--- src/rtl/return_address_stack_if.sv ---
// ----------------------------------------------------------------------------
// return_address_stack_if
//
// Purpose: groups the controller-facing signals of the return address stack.
//
// Signals:
//   push_stack    controller -> stack  push request (JSB)
//   pop_stack     controller -> stack  pop request (RET)
//   push_pc       controller -> stack  PC of the JSB being executed
//   clear_err     controller -> stack  clear both sticky error flags
//   top_out       stack -> controller  current top-of-stack entry (0 when empty)
//   empty / full  stack -> controller  occupancy status
//   count         stack -> controller  occupancy, 0..DEPTH
//   overflow_err  stack -> controller  sticky, push while full
//   underflow_err stack -> controller  sticky, pop while empty
//
// Modports: master = controller side, slave = stack side.
// ----------------------------------------------------------------------------
interface return_address_stack_if #(
  parameter int ADDR_W = 12,
  parameter int DEPTH  = 8,
  parameter int CNT_W  = $clog2(DEPTH) + 1
);
  logic              push_stack;
  logic              pop_stack;
  logic [ADDR_W-1:0] push_pc;
  logic              clear_err;
  logic [ADDR_W-1:0] top_out;
  logic              empty;
  logic              full;
  logic [CNT_W-1:0]  count;
  logic              overflow_err;
  logic              underflow_err;

  modport master (
    output push_stack, pop_stack, push_pc, clear_err,
    input  top_out, empty, full, count, overflow_err, underflow_err
  );

  modport slave (
    input  push_stack, pop_stack, push_pc, clear_err,
    output top_out, empty, full, count, overflow_err, underflow_err
  );
endinterface

--- src/rtl/return_address_stack.sv ---
// ----------------------------------------------------------------------------
// return_address_stack
//
// Purpose: circular LIFO of return addresses for JSB/RET. A push stores
// push_pc+1 (wrapping at ADDR_W bits); a pop exposes the popped entry on
// top_out during the same cycle so the PC can load it on that edge.
// When the stack is full, a push overwrites the oldest entry.
//
// Ports:
//   clk  system clock, rising edge
//   rst  asynchronous active-high reset (pointer, count, error flags)
//   bus  return_address_stack_if.slave: push/pop strobes, push_pc,
//        clear_err in; top_out, empty, full, count, sticky errors out
// ----------------------------------------------------------------------------
module return_address_stack #(
  parameter int ADDR_W = 12,
  parameter int DEPTH  = 8,
  parameter int CNT_W  = $clog2(DEPTH) + 1
) (
  input  logic                   clk,
  input  logic                   rst,
  return_address_stack_if.slave  bus
);

  localparam int PTR_W = $clog2(DEPTH);

  // Storage: no reset needed, reads are masked while empty.
  logic [ADDR_W-1:0] mem_q [DEPTH];

  logic [PTR_W-1:0] wp_q, wp_d;
  logic [CNT_W-1:0] count_q, count_d;
  logic             overflow_err_q, overflow_err_d;
  logic             underflow_err_q, underflow_err_d;

  logic              mem_we;
  logic [PTR_W-1:0]  mem_waddr;
  logic [ADDR_W-1:0] mem_wdata;

  logic [PTR_W-1:0] top_idx;
  logic             is_empty;
  logic             is_full;
  logic             set_ovf;
  logic             set_unf;

  // DEPTH is a power of two, so pointer arithmetic wraps for free.
  assign top_idx  = wp_q - PTR_W'(1);
  assign is_empty = (count_q == '0);
  assign is_full  = (count_q == CNT_W'(DEPTH));

  always_comb begin
    wp_d      = wp_q;
    count_d   = count_q;
    mem_we    = 1'b0;
    mem_waddr = wp_q;
    mem_wdata = bus.push_pc + ADDR_W'(1);
    set_ovf   = 1'b0;
    set_unf   = 1'b0;

    if (bus.push_stack && bus.pop_stack) begin
      if (is_empty) begin
        // Nothing to replace: behaves as a plain push, but the pop half
        // still counts as an underflow.
        mem_we  = 1'b1;
        wp_d    = wp_q + PTR_W'(1);
        count_d = CNT_W'(1);
        set_unf = 1'b1;
      end else begin
        // Return-then-call: overwrite the top in place, occupancy unchanged.
        mem_we    = 1'b1;
        mem_waddr = top_idx;
      end
    end else if (bus.push_stack) begin
      mem_we = 1'b1;
      wp_d   = wp_q + PTR_W'(1);
      if (is_full) begin
        // Oldest entry is overwritten; count saturates.
        set_ovf = 1'b1;
      end else begin
        count_d = count_q + CNT_W'(1);
      end
    end else if (bus.pop_stack) begin
      if (is_empty) begin
        set_unf = 1'b1;
      end else begin
        wp_d    = top_idx;
        count_d = count_q - CNT_W'(1);
      end
    end

    // Clearing is applied first so a same-cycle error still wins.
    overflow_err_d  = bus.clear_err ? 1'b0 : overflow_err_q;
    underflow_err_d = bus.clear_err ? 1'b0 : underflow_err_q;
    if (set_ovf) overflow_err_d  = 1'b1;
    if (set_unf) underflow_err_d = 1'b1;
  end

  always_ff @(posedge clk or posedge rst) begin
    if (rst) begin
      wp_q            <= '0;
      count_q         <= '0;
      overflow_err_q  <= 1'b0;
      underflow_err_q <= 1'b0;
    end else begin
      wp_q            <= wp_d;
      count_q         <= count_d;
      overflow_err_q  <= overflow_err_d;
      underflow_err_q <= underflow_err_d;
    end
  end

  always_ff @(posedge clk) begin
    if (mem_we) begin
      mem_q[mem_waddr] <= mem_wdata;
    end
  end

  // Read-before-write: top_out reflects state before this cycle's edge.
  assign bus.top_out       = is_empty ? '0 : mem_q[top_idx];
  assign bus.empty         = is_empty;
  assign bus.full          = is_full;
  assign bus.count         = count_q;
  assign bus.overflow_err  = overflow_err_q;
  assign bus.underflow_err = underflow_err_q;

endmodule

--- src/flat_wrapper.sv ---
// flat-port wrapper written by rule: the top's interface ports become plain ports
module return_address_stack_flat 
#(
  parameter int ADDR_W = 12,
  parameter int DEPTH  = 8,
  parameter int CNT_W  = $clog2(DEPTH) + 1
)
  (clk, rst, bus_push_stack, bus_pop_stack, bus_push_pc, bus_clear_err, bus_top_out, bus_empty, bus_full, bus_count, bus_overflow_err, bus_underflow_err);
  return_address_stack_if #(.ADDR_W(ADDR_W), .DEPTH(DEPTH), .CNT_W(CNT_W)) bus_i ();
  input  logic clk;
  input  logic rst;
  input wire logic [$bits(bus_i.push_stack)-1:0] bus_push_stack;
  input wire logic [$bits(bus_i.pop_stack)-1:0] bus_pop_stack;
  input wire logic [$bits(bus_i.push_pc)-1:0] bus_push_pc;
  input wire logic [$bits(bus_i.clear_err)-1:0] bus_clear_err;
  output wire logic [$bits(bus_i.top_out)-1:0] bus_top_out;
  output wire logic [$bits(bus_i.empty)-1:0] bus_empty;
  output wire logic [$bits(bus_i.full)-1:0] bus_full;
  output wire logic [$bits(bus_i.count)-1:0] bus_count;
  output wire logic [$bits(bus_i.overflow_err)-1:0] bus_overflow_err;
  output wire logic [$bits(bus_i.underflow_err)-1:0] bus_underflow_err;
  assign bus_i.push_stack = bus_push_stack;
  assign bus_i.pop_stack = bus_pop_stack;
  assign bus_i.push_pc = bus_push_pc;
  assign bus_i.clear_err = bus_clear_err;
  assign bus_top_out = bus_i.top_out;
  assign bus_empty = bus_i.empty;
  assign bus_full = bus_i.full;
  assign bus_count = bus_i.count;
  assign bus_overflow_err = bus_i.overflow_err;
  assign bus_underflow_err = bus_i.underflow_err;
  return_address_stack #(.ADDR_W(ADDR_W), .DEPTH(DEPTH), .CNT_W(CNT_W)) u_core (.clk(clk), .rst(rst), .bus(bus_i));
endmodule
--- config.mk ---
export PLATFORM = sky130hd
export DESIGN_NAME = return_address_stack_flat
export DESIGN_NICKNAME = d
export VERILOG_FILES = /design/src/rtl/return_address_stack_if.sv /design/src/rtl/return_address_stack.sv /design/src/flat_wrapper.sv
export SDC_FILE = /design/constraint.sdc
export NUM_CORES = 1
export LEC_CHECK = 0
export ABC_AREA = 1
export BUFFER_PORTS_ARGS = -buffer_cell sky130_fd_sc_hd__buf_2
export CAP_MARGIN = 10
export CELL_PAD_IN_SITES_DETAIL_PLACEMENT = 1
export CELL_PAD_IN_SITES_GLOBAL_PLACEMENT = 1
export CORE_MARGIN = 8
export CORE_UTILIZATION = 36
export CTS_CLUSTER_SIZE = 24
export DETAILED_ROUTE_END_ITERATION = 8
export PLACE_DENSITY_LB_ADDON = 0.1
export SLEW_MARGIN = 0
export SYNTH_ARGS = -nofsm -noshare
export SYNTH_HDL_FRONTEND = slang
export SYNTH_SLANG_ARGS = --single-unit
--- constraint.sdc ---
create_clock -name clk -period 4.05 [get_ports clk]
set_input_delay 0.81 -clock clk [delete_from_list [all_inputs] [get_ports clk]]
set_output_delay 0.81 -clock clk [all_outputs]
set_load 0.01 [all_outputs]
==> impl_results.md, run 1 <==
- Clk sinks: 105
- Period minus WS final: 3.08 ns
- Share of Yosys cell area claimed by the top area cell type: 60.4%
- Worst min path class: input pin to asynchronous set/reset pin
- Post-placement cell count: 663
- Unrepaired setup endpoints after global routing: no
- Synth area leader: edfxtp_1
- Initial antenna violation count: 0
- # DRC: 0
- Fin crit share: 76.1%
- Total Nets Final: 521
- Setup CP Type: flop to output port
- Sequential share of the synthesized area: 65.1%
- Antenna Cells: 0
- CP max-delay cell: dfrtp_1
- Total CTS buffers: 9
- # setup viols final: 0
- Max stage delay on crit path: 0.39 ns
- CTS tree: built
- Final GP Congestion: 0.722
- Pleak: 2.16 nW
- Count leader, synth: nor2_1
- Postcts setup bufs: 0
- Iteration-0 DRC count of the detailed router: 157
- GRT overflow: 0
- Pre-antenna DRT Iters: 4
- Worst Max-Slew Pin Slew: 0.846 ns
- Run status: completed
- Async SR Flop Fraction: 8.57%
- Final Hold Viols: 0
- Mapped Cells: 459
- Routed len/inst: 18.7 um
- Port Buffer Count: 36
- Worst setup SP type: flop
- M3 GR Usage: 2.71%
- Final setup skew: 0.00707 ns
- Most frequent cells after synthesis: nor2_1 (121), edfxtp_1 (96), o21ai_0 (61)
- Worst-path clk slew: 0.07 ns
- M2 GR Usage: 25.1%
- Die Ht: 131 um
- Relative slew slack: 43.2%
- WP data arrival: 2.27 ns
- Pin count of the biggest net entering global routing: 52
- H-tree levels: 3
- Final ANT Viol Nets: 0
- Core Area: 13100 um^2
- Max Freq: 324 MHz
- Clk_lat worst skew: 0.35 ns
- Post-synth cell types: 32
- Post-DP HPWL: 8180 um
- Finished Layout Cells: 678
- CTS max path bufs: 2
- Pwr per Cell Area: 833 nW/um^2
- Cts repair resizes: 0
- Peak VDD IR: 0.000387 V
- Number of max-cap violations: 0
- Worst Path Required: 3.24 ns
- Vias: 3371
- Synth area leaders: edfxtp_1 (60%), nor2_1 (9.5%), o21ai_0 (6.4%)
- Setup crit start: u_core.wp_q[1]
- R2r setup slk: 1.39 ns
- Yosys warning count: 0
- CP endpoint kind: output port
- Syn Nets: 482
- Synthesized cell area: 4770 um^2
- Met1 Use GR: 19.3%
- Rows: 42
- Post-Syn Area per Cell: 10.4 um^2
- CTS Hold Bufs: 0
- I/O Pins: 37
- DR vias/cell: 4.97
- Post-Route WL: 12700 um
- Max Transition Viols Final: 0
- CP Capture Point: bus_top_out[3]
- Post-synth EDFFs: 96
- Die Wd: 131 um
- Vias in the first global route: 3589
- Crit path cell chain: inv_1 > ha_1 > buf_4 > o21ai_0 > o21ai_0 > nor2_1 > nor2_1 > buf_2
- Number of fill cells: 1466
- Initial Util: 36.5%
- Top Usage Layer GRT: met2
- Full die area: 17200 um^2
- Reg2reg path depth: 8
- GRT Overall Usage: 15.1%
- CTS root buf: clkbuf_16
- Share of cells above drive strength 1: 14.9%
- Most frequently used flop master after synthesis: edfxtp_1
- FF-to-FF Start: u_core.wp_q[1]
- Worst r2r dst: u_core.mem_q[2][6]
- Synthesis-to-layout area growth: 15.0%
- First-pass GRT wire length: 20200 um
- Yosys reg bits: 105
- Setup Total Neg Slack: 0 ns
- Max FO, Critical Path: 36
[power breakdown]
group / total, mW / leakage, nW / switching, mW / internal, mW
registers: 1.47 / 0.985 / 0.0781 / 1.39
clock network: 0.981 / 0.163 / 0.382 / 0.599
logic: 2.12 / 1.02 / 1.45 / 0.671
[per-stage QoR]
| stage | util, % | hold WS, ns | total power [mW] | area (um^2) | setup WS [ns] |
|---|---|---|---|---|---|
| after CTS | 41.9 | 0.440 | 4.66 | 5490 | 0.959 |
| after global placement | 39.4 | 0.516 | 3.62 | 5150 | 1.33 |
| after detailed placement | 39.4 | 0.522 | 3.66 | 5150 | 1.28 |
| after global routing | 41.9 | 0.480 | 4.95 | 5490 | 0.772 |
| final | 41.9 | 0.431 | 4.57 | 5490 | 0.966 |
| after floorplan | - | 0.494 | 2.91 | 4770 | 1.46 |
[cell families (layout without fill, tap and decap cells)]
logic type	count (synthesis)	after routing	share of synthesized area [%]
XOR/XNOR	12	12	2.20
AND/OR/NAND/NOR	220	220	19.1
buffers and inverters	47	90	4.38
flip-flops	105	105	65.1
adder cells (fa/ha/maj)	6	6	1.73
AO/OA/AOI/OAI	69	69	7.45
[area by class of cell]
cell class | count | area (um^2) | share of cell area [%]
Tap cell | 176 | 220 | 4.01
Multi-Input combinational cell | 307 | 1450 | 26.5
Clock inverter | 6 | 108 | 1.96
Timing Repair Buffer | 48 | 270 | 4.92
Inverter | 27 | 103 | 1.87
Clock buffer | 9 | 225 | 4.10
Sequential cell | 105 | 3110 | 56.6
[critical path, delay by kind of cell, from the launching register on]
family | cells | cell delay (ns)
adders and majority gates | 1 | 0.29
AOI/OAI and AO/OA | 2 | 0.38
and+or+nand+nor | 2 | 0.24
DFF | 1 | 0.39
buffers and inverters | 3 | 0.61
[placed cells by master (no fill, tap or decap), drive strengths merged]
cell type / instances
nor2: 124
edfxtp: 96
o21ai: 65
nand2: 61
buf: 48
nand3: 28
inv: 26
xor2: 9
clkbuf: 9
dfrtp: 9
ha: 5
nor3: 4
clkinv: 4
xnor2: 3
bufinv: 3
a21boi: 1
o211ai: 1
nand4: 1
nor4: 1
or2: 1
o22ai: 1
a21oi: 1
fa: 1
[flip-flops by register name, summed over array words and instances, names as in the netlist]
register and flops:
u_core.bus.count 4, u_core.bus.overflow_err 1, u_core.bus.underflow_err 1, u_core.mem_q 96, u_core.wp_q 3
[worst min path at each step]
stage                       startpoint  depth (start not counted)                        to
2_1_floorplan           u_core.wp_q[1]                          2            u_core.wp_q[1]
3_3_place_gp   u_core.bus.overflow_err                          2   u_core.bus.overflow_err
3_5_place_dp   u_core.bus.overflow_err                          2   u_core.bus.overflow_err
4_1_cts                            rst                          2  u_core.bus.underflow_err
5_1_grt                            rst                          2  u_core.bus.underflow_err
6_report                           rst                          2  u_core.bus.underflow_err
[routing by layer]
metal / share of wire (%) / vias up
li1: - / 1627
met1: 47 / 1684
met2: 49 / 47
met3: 3.0 / 13
met4: 1.5 / 0
met5: 0 / -
(Power assumes the default switching activity.)
==> run 2, diff against run 1 <==
--- a/config.mk
+++ b/config.mk
@@ -5,7 +5,7 @@
 export SDC_FILE = /design/constraint.sdc
 export NUM_CORES = 1
 export LEC_CHECK = 0
-export ABC_AREA = 1
+export ABC_AREA = 0
 export BUFFER_PORTS_ARGS = -buffer_cell sky130_fd_sc_hd__buf_2
 export CAP_MARGIN = 10
 export CELL_PAD_IN_SITES_DETAIL_PLACEMENT = 1
==> constraint.sdc (replaced) <==
create_clock -name clk -period 2.7 [get_ports clk]
set_input_delay 0.54 -clock clk [delete_from_list [all_inputs] [get_ports clk]]
set_output_delay 0.54 -clock clk [all_outputs]
set_load 0.01 [all_outputs]
==> impl_results.md, run 2 <==
- Run status: completed
- Async SR Flop Fraction: 8.57% (unchanged)
- Post-synth EDFFs: 96 (unchanged)
- Commonest cells after routing, fill and taps aside: edfxtp_1 (96), buf_2 (36), nand2_1 (34), buf_4 (28), mux4_2 (25)
- Syn Nets: 310 (-36%)
- Count leader, synth: edfxtp_1
- Setup Total Neg Slack: 0 ns (unchanged)
- Post-DP Area: 5190 um^2 (+0.70%)
- Most frequently used flop master after synthesis: edfxtp_1
- Mapped Cells: 287 (-37%)
- Post-Syn Area per Cell: 16.1 um^2 (+55%)
- Number of max-cap violations: 0 (unchanged)
- H-tree levels: 3 (unchanged)
- Vias: 2656 (-21%)
- Final Hold Viols: 0 (unchanged)
- DR vias/cell: 5.05 (+1.6%)
- Top reg by flops: u_core.mem_q
- Antenna Cells: 0 (unchanged)
- Clk_lat worst skew: 0.35 ns (about the same)
- CP max-delay cell: dfrtp_2
- CTS max path bufs: 2 (unchanged)
- # DRC: 0 (unchanged)
- Pin count of the biggest net entering global routing: 26 (-50%)
- Worst setup SP type: flop
- Total CTS buffers: 9 (unchanged)
- Rows: 41 (-2.4%)
- Worst Path Required: 2.16 ns (-1.08 ns)
- Synth area leaders: edfxtp_1 (62%), mux4_2 (12%), dfrtp_1 (4.9%)
- CTS root buf: clkbuf_16
- CP endpoint kind: output port
- Crit path cell chain: inv_2 > ha_1 > buf_12 > mux4_2 > nand2_1 > a21oi_1 > buf_2
- WP data arrival: 2.04 ns (-0.23 ns)
- Yosys reg bits: 105 (unchanged)
- Iteration-0 DRC count of the detailed router: 160 (+1.9%)
- Worst-path clk slew: 0.07 ns (about the same)
- I/O Pins: 37 (unchanged)
- Port Buffer Count: 36 (unchanged)
- Sequential share of the synthesized area: 67.2% (+2.1 points)
- Fin crit share: 95.5%
- Setup CP Type: flop to output port
- Final GP Congestion: 0.723 (about the same)
- Synthesis-to-layout area growth: 18.1%
- Pwr per Cell Area: 1200 nW/um^2 (+44%)
- Post-Route WL: 11000 um (-13%)
- Most frequent cells after synthesis: edfxtp_1 (96), nand2_1 (34), mux4_2 (25)
- Max stage delay on crit path: 0.42 ns (+0.03 ns)
- Max Transition Viols Final: 0 (unchanged)
- Final setup skew: 0.00802 ns (+0.000950 ns)
- Commonest non-fill, non-tap cell in the layout: edfxtp_1
- Unrepaired setup endpoints after global routing: no
- CTS Hold Bufs: 0 (unchanged)
- Yosys warning count: 0 (unchanged)
- Period minus WS final: 2.58 ns
- Synthesized cell area: 4620 um^2 (-3.1%)
- Die Wd: 129 um (-1.4%)
- Synth area leader: edfxtp_1
- Post-synth cell types: 35 (+9.4%)
- Vias in the first global route: 2780 (-23%)
- Clk sinks: 105 (unchanged)
- Initial Util: 36.8% (+0.32 points)
- GRT Overall Usage: 14.0% (-1.1 points)
- Peak VDD IR: 0.000558 V (+44%)
- Worst min path class: input pin to asynchronous set/reset pin
- Share of Yosys cell area claimed by the top area cell type: 62.4% (+1.9 points)
- Max FO, Critical Path: 22 (-39%)
- Relative slew slack: 47.6% (+4.4 points)
- Max Freq: 388 MHz
- CTS tree: built
- Routed len/inst: 20.9 um (+12%)
- Final ANT Viol Nets: 0 (unchanged)
- First-pass GRT wire length: 16900 um (-16%)
- Full die area: 16700 um^2 (-2.7%)
- Die Ht: 129 um (-1.4%)
- Final Cell Area: 5460 um^2 (-0.48%)
- Total Nets Final: 372 (-29%)
- Pleak: 1.93 nW (-11%)
- Postcts setup bufs: 0 (unchanged)
- Pre-antenna DRT Iters: 4 (unchanged)
- Initial antenna violation count: 0 (unchanged)
- GRT overflow: 0 (unchanged)
- Post-DP HPWL: 7470 um (-8.6%)
- Worst Max-Slew Pin Slew: 0.784 ns (-0.0616 ns)
- Core Area: 12600 um^2 (-3.9%)
- Share of cells above drive strength 1: 31.9% (+17 points)
- # setup viols final: 0 (unchanged)
- Max reg flops: 96 (unchanged)
run 2: changes by cell type after synthesis, sizes merged, moves of 4 or more:
cell   change
nand4      +7
o21ai     -59
and3       +4
buf        -7
nand3     -22
inv       -15
nor2     -119
mux4      +25
a21oi     +19
nor4       +6
nand2     -27
xnor2      +7
run 2: layout make-up:
type	instances	area, um^2
Clock buffer	11	233
Clock inverter	5	37.5
Fill cell	1245	7110
Inverter	12	45.0
Multi-Input combinational cell	156	1410
Sequential cell	105	3110
Tap cell	172	215
Timing Repair Buffer	65	410
run 2: logic make-up after synthesis:
group	count (synthesis)	share of synthesized area [%]
buffers and inverters	26	2.49
multiplexers	25	12.2
XOR/XNOR	17	3.38
adder cells (fa/ha/maj)	6	1.79
AND/OR/NAND/NOR	72	7.77
flip-flops	105	67.2
AO/OA/AOI/OAI	36	5.17
run 2: critical path, delay by kind of cell (launching register included):
kind            cells  cell delay, ns
simple gates        1            0.05
flops               1            0.42
mux                 1            0.24
compound gates      1            0.21
buf+inv             3            0.48
fa+ha+maj           1            0.28
run 2: final timing paths:
path	from	endpoint	slack, ns	depth (start not counted)
max reg2reg	u_core.bus.count[1]	u_core.mem_q[6][3]	0.42	5
min reg2reg	u_core.bus.underflow_err	u_core.bus.underflow_err	0.53	2
min in group clk	bus_clear_err	u_core.bus.overflow_err	0.38	2
min	rst	u_core.bus.count[2]	0.17	2
max	u_core.wp_q[0]	bus_top_out[3]	0.12	7
max in group asynchronous	rst	u_core.wp_q[0]	2.23	2
run 2: per-layer routing:
metal / vias to the layer above / part of all wire [%] / track usage [%]
met5: - / 0 / 0
met4: 0 / 1.8 / 5.39
met2: 43 / 48 / 22.0
met1: 1368 / 46 / 18.5
li1: 1232 / - / -
met3: 13 / 3.7 / 3.37
run 2: metrics by stage:
| step | instances | hold WS [ns] | util (%) | total power, mW | setup slack (ns) |
|---|---|---|---|---|---|
| 5_1_grt | 526 | 0.192 | 43.5 | 6.99 | 0.0217 |
| 6_report | 526 | 0.166 | 43.5 | 6.56 | 0.122 |
| 3_5_place_dp | 510 | 0.527 | 41.3 | 5.46 | 0.348 |
| 3_3_place_gp | 510 | 0.518 | 41.3 | 5.43 | 0.368 |
| 4_1_cts | 526 | 0.176 | 43.5 | 6.70 | 0.0223 |
| 2_1_floorplan | 287 | 0.368 | - | 4.21 | 0.00824 |
run 2: power by group:
| group | internal (mW) | switching (mW) | leakage [nW] | total (mW) |
|---|---|---|---|---|
| Clock | 0.635 | 0.591 | 0.134 | 1.23 |
| Sequential | 2.14 | 0.199 | 0.982 | 2.34 |
| Combinational | 1.32 | 1.67 | 0.815 | 2.99 |
| Total | 4.09 | 2.46 | 1.93 | 6.56 |
run 2: repair_timing:
action                                  in CTS  in global routing
hold endpoints to repair                     0                  0
resized for setup                            0                  2
endpoints found under the setup margin       0                  8
==> run 3, diff against run 2 <==
--- a/config.mk
+++ b/config.mk
@@ -10,7 +10,7 @@
 export CAP_MARGIN = 10
 export CELL_PAD_IN_SITES_DETAIL_PLACEMENT = 1
 export CELL_PAD_IN_SITES_GLOBAL_PLACEMENT = 1
-export CORE_MARGIN = 8
+export CORE_MARGIN = 4
 export CORE_UTILIZATION = 36
 export CTS_CLUSTER_SIZE = 24
 export DETAILED_ROUTE_END_ITERATION = 8
==> impl_results.md, run 3 (synthesis gave the netlist of run 2 again) <==
- Finished Layout Cells: 524 (-0.38%)
- Fin util: 43.9% (+0.45 points)
- # setup viols final: 0 (unchanged)
- GRT Overall Usage: 15.7% (+1.7 points)
- Full die area: 14700 um^2 (-12%)
- Max Transition Viols Final: 0 (unchanged)
- Vias in the first global route: 2889 (+3.9%)
- Number of max-cap violations: 0 (unchanged)
- Max FO, Critical Path: 12 (-45%)
- Setup Total Neg Slack: 0 ns (unchanged)
- Die Wd: 121 um (-6.2%)
- Commonest non-fill, non-tap cell in the layout: edfxtp_1
- CTS max path bufs: 2 (unchanged)
- DR vias/cell: 5.12 (+1.3%)
- GRT overflow: 0 (unchanged)
- Commonest cells after routing, fill and taps aside: edfxtp_1 (96), buf_2 (36), nand2_1 (34), mux4_2 (25), buf_4 (24)
- Worst-path clk slew: 0.07 ns (about the same)
- Pin count of the biggest net entering global routing: 36 (+38%)
- Max Freq: 393 MHz (+1.3%)
- Final Cell Area: 5540 um^2 (+1.4%)
- Vias: 2681 (+0.94%)
- Total CTS buffers: 9 (unchanged)
- Worst hold margin: 0.164 ns (-0.00194 ns)
- Post-Route WL: 10900 um (-1.1%)
- Fin crit share: 94.3% (-1.2 points)
- Clk_lat worst skew: 0.35 ns (about the same)
- Top reg by flops: u_core.mem_q
- CTS root buf: clkbuf_16
- Iteration-0 DRC count of the detailed router: 195 (+22%)
- Worst min path class: input pin to asynchronous set/reset pin
- Pwr per Cell Area: 1230 nW/um^2 (+2.8%)
- Final ANT Viol Nets: 0 (unchanged)
- Initial Util: 36.6% (-0.15 points)
- Rows: 41 (unchanged)
- Post-DP HPWL: 7060 um (-5.5%)
- Core Area: 12600 um^2 (+0.41%)
- Final GP Congestion: 0.734 (+1.5%)
- Post-route total power: 6.84 mW (+4.3%)
- First-pass GRT wire length: 17000 um (about the same)
- Synthesis-to-layout area growth: 19.8%
- Period minus WS final: 2.55 ns (-0.0327 ns)
- Pleak: 1.95 nW (+1.2%)
- Worst Path Required: 2.16 ns (about the same)
- WP data arrival: 2.01 ns (-0.03 ns)
- Setup CP Type: flop to output port
- Post-placement cell count: 506 (-0.78%)
- Routed len/inst: 20.7 um (-0.71%)
- I/O Pins: 37 (unchanged)
- Peak VDD IR: 0.000673 V (+21%)
- Dpl ws: 0.314 ns (-0.0336 ns)
- CTS Hold Bufs: 0 (unchanged)
- Pre-antenna DRT Iters: 4 (unchanged)
- Max reg flops: 96 (unchanged)
- Share of cells above drive strength 1: 33.0% (+1.0 points)
- Post-DP Area: 5190 um^2 (about the same)
- CP endpoint kind: output port
- Number of fill cells: 1286 (+3.3%)
- Run status: completed
- Multi-input logic area: 1430 um^2 (+1.4%)
- Relative slew slack: 49.0% (+1.4 points)
- Clk sinks: 105 (unchanged)
- Total Nets Final: 371 (-0.27%)
- Final Hold Viols: 0 (unchanged)
- Final setup skew: 0.00801 ns (-0.00000630 ns)
- Port Buffer Count: 36 (unchanged)
- Worst Max-Slew Pin Slew: 0.763 ns (-0.0208 ns)
- Worst setup SP type: flop
- # DRC: 0 (unchanged)
- Final worst slack: 0.154 ns (+0.0327 ns)
- Antenna Cells: 0 (unchanged)
- Unrepaired setup endpoints after global routing: no
- Register area: 3110 um^2 (about the same)
- Initial antenna violation count: 0 (unchanged)
- H-tree levels: 3 (unchanged)
- Die Ht: 121 um (-6.2%)
- CTS tree: built
run 3: cell count changes in the layout (fill, tap and decap cells not counted), moves of 2 or more:
cell | previous run | this run
buf_4 | 28 | 24
a21oi_1 | 17 | 15
a21oi_2 | 3 | 5
buf_12 | 1 | 3
run 3: layer usage:
layer	wire length (um)	vias to the layer above	global-route usage (%)
li1	-	1233	-
met1	4900	1415	20.0
met5	0	-	0
met4	125	0	4.48
met2	5610	23	26.8
met3	233	10	3.73
run 3: area by class of cell:
type                    count  area share, %
clock buffers              10           4.13
clock inverters             5           1.15
inverters                  12          0.813
multi-input cells         156           25.8
flip-flops and latches    105           56.1
well taps                 172           3.88
repair buffers             64           8.04
run 3: timing repair:
item | in CTS | in global routing
setup endpoints to repair | 10 | 12
buffers inserted | 0 | 2
cloned | 0 | 1
gates resized for setup | 3 | 3
run 3: worst max-delay path, stage by stage (launching register included):
cell     delay [ns]
dfrtp_2        0.41
inv_1          0.12
ha_4           0.32
buf_12         0.16
mux4_2         0.32
nand2_1        0.10
a21oi_1        0.08
buf_2          0.15
run 3: worst paths after layout:
path / start / to / slack, ns / depth (start not counted)
min in group clk: bus_clear_err / u_core.bus.overflow_err / 0.38 / 2
worst min register to register: u_core.bus.underflow_err / u_core.bus.underflow_err / 0.54 / 2
worst max register to register: u_core.bus.count[1] / u_core.mem_q[5][9] / 0.46 / 5
worst max-delay path: u_core.wp_q[1] / bus_top_out[0] / 0.15 / 7
worst min-delay path: rst / u_core.wp_q[2] / 0.16 / 2
max in group asynchronous: rst / u_core.wp_q[1] / 2.23 / 2
run 3: power by group:
part	internal (mW)	switching, mW
Sequential	2.14	0.198
Clock	0.724	0.580
Combinational	1.46	1.73
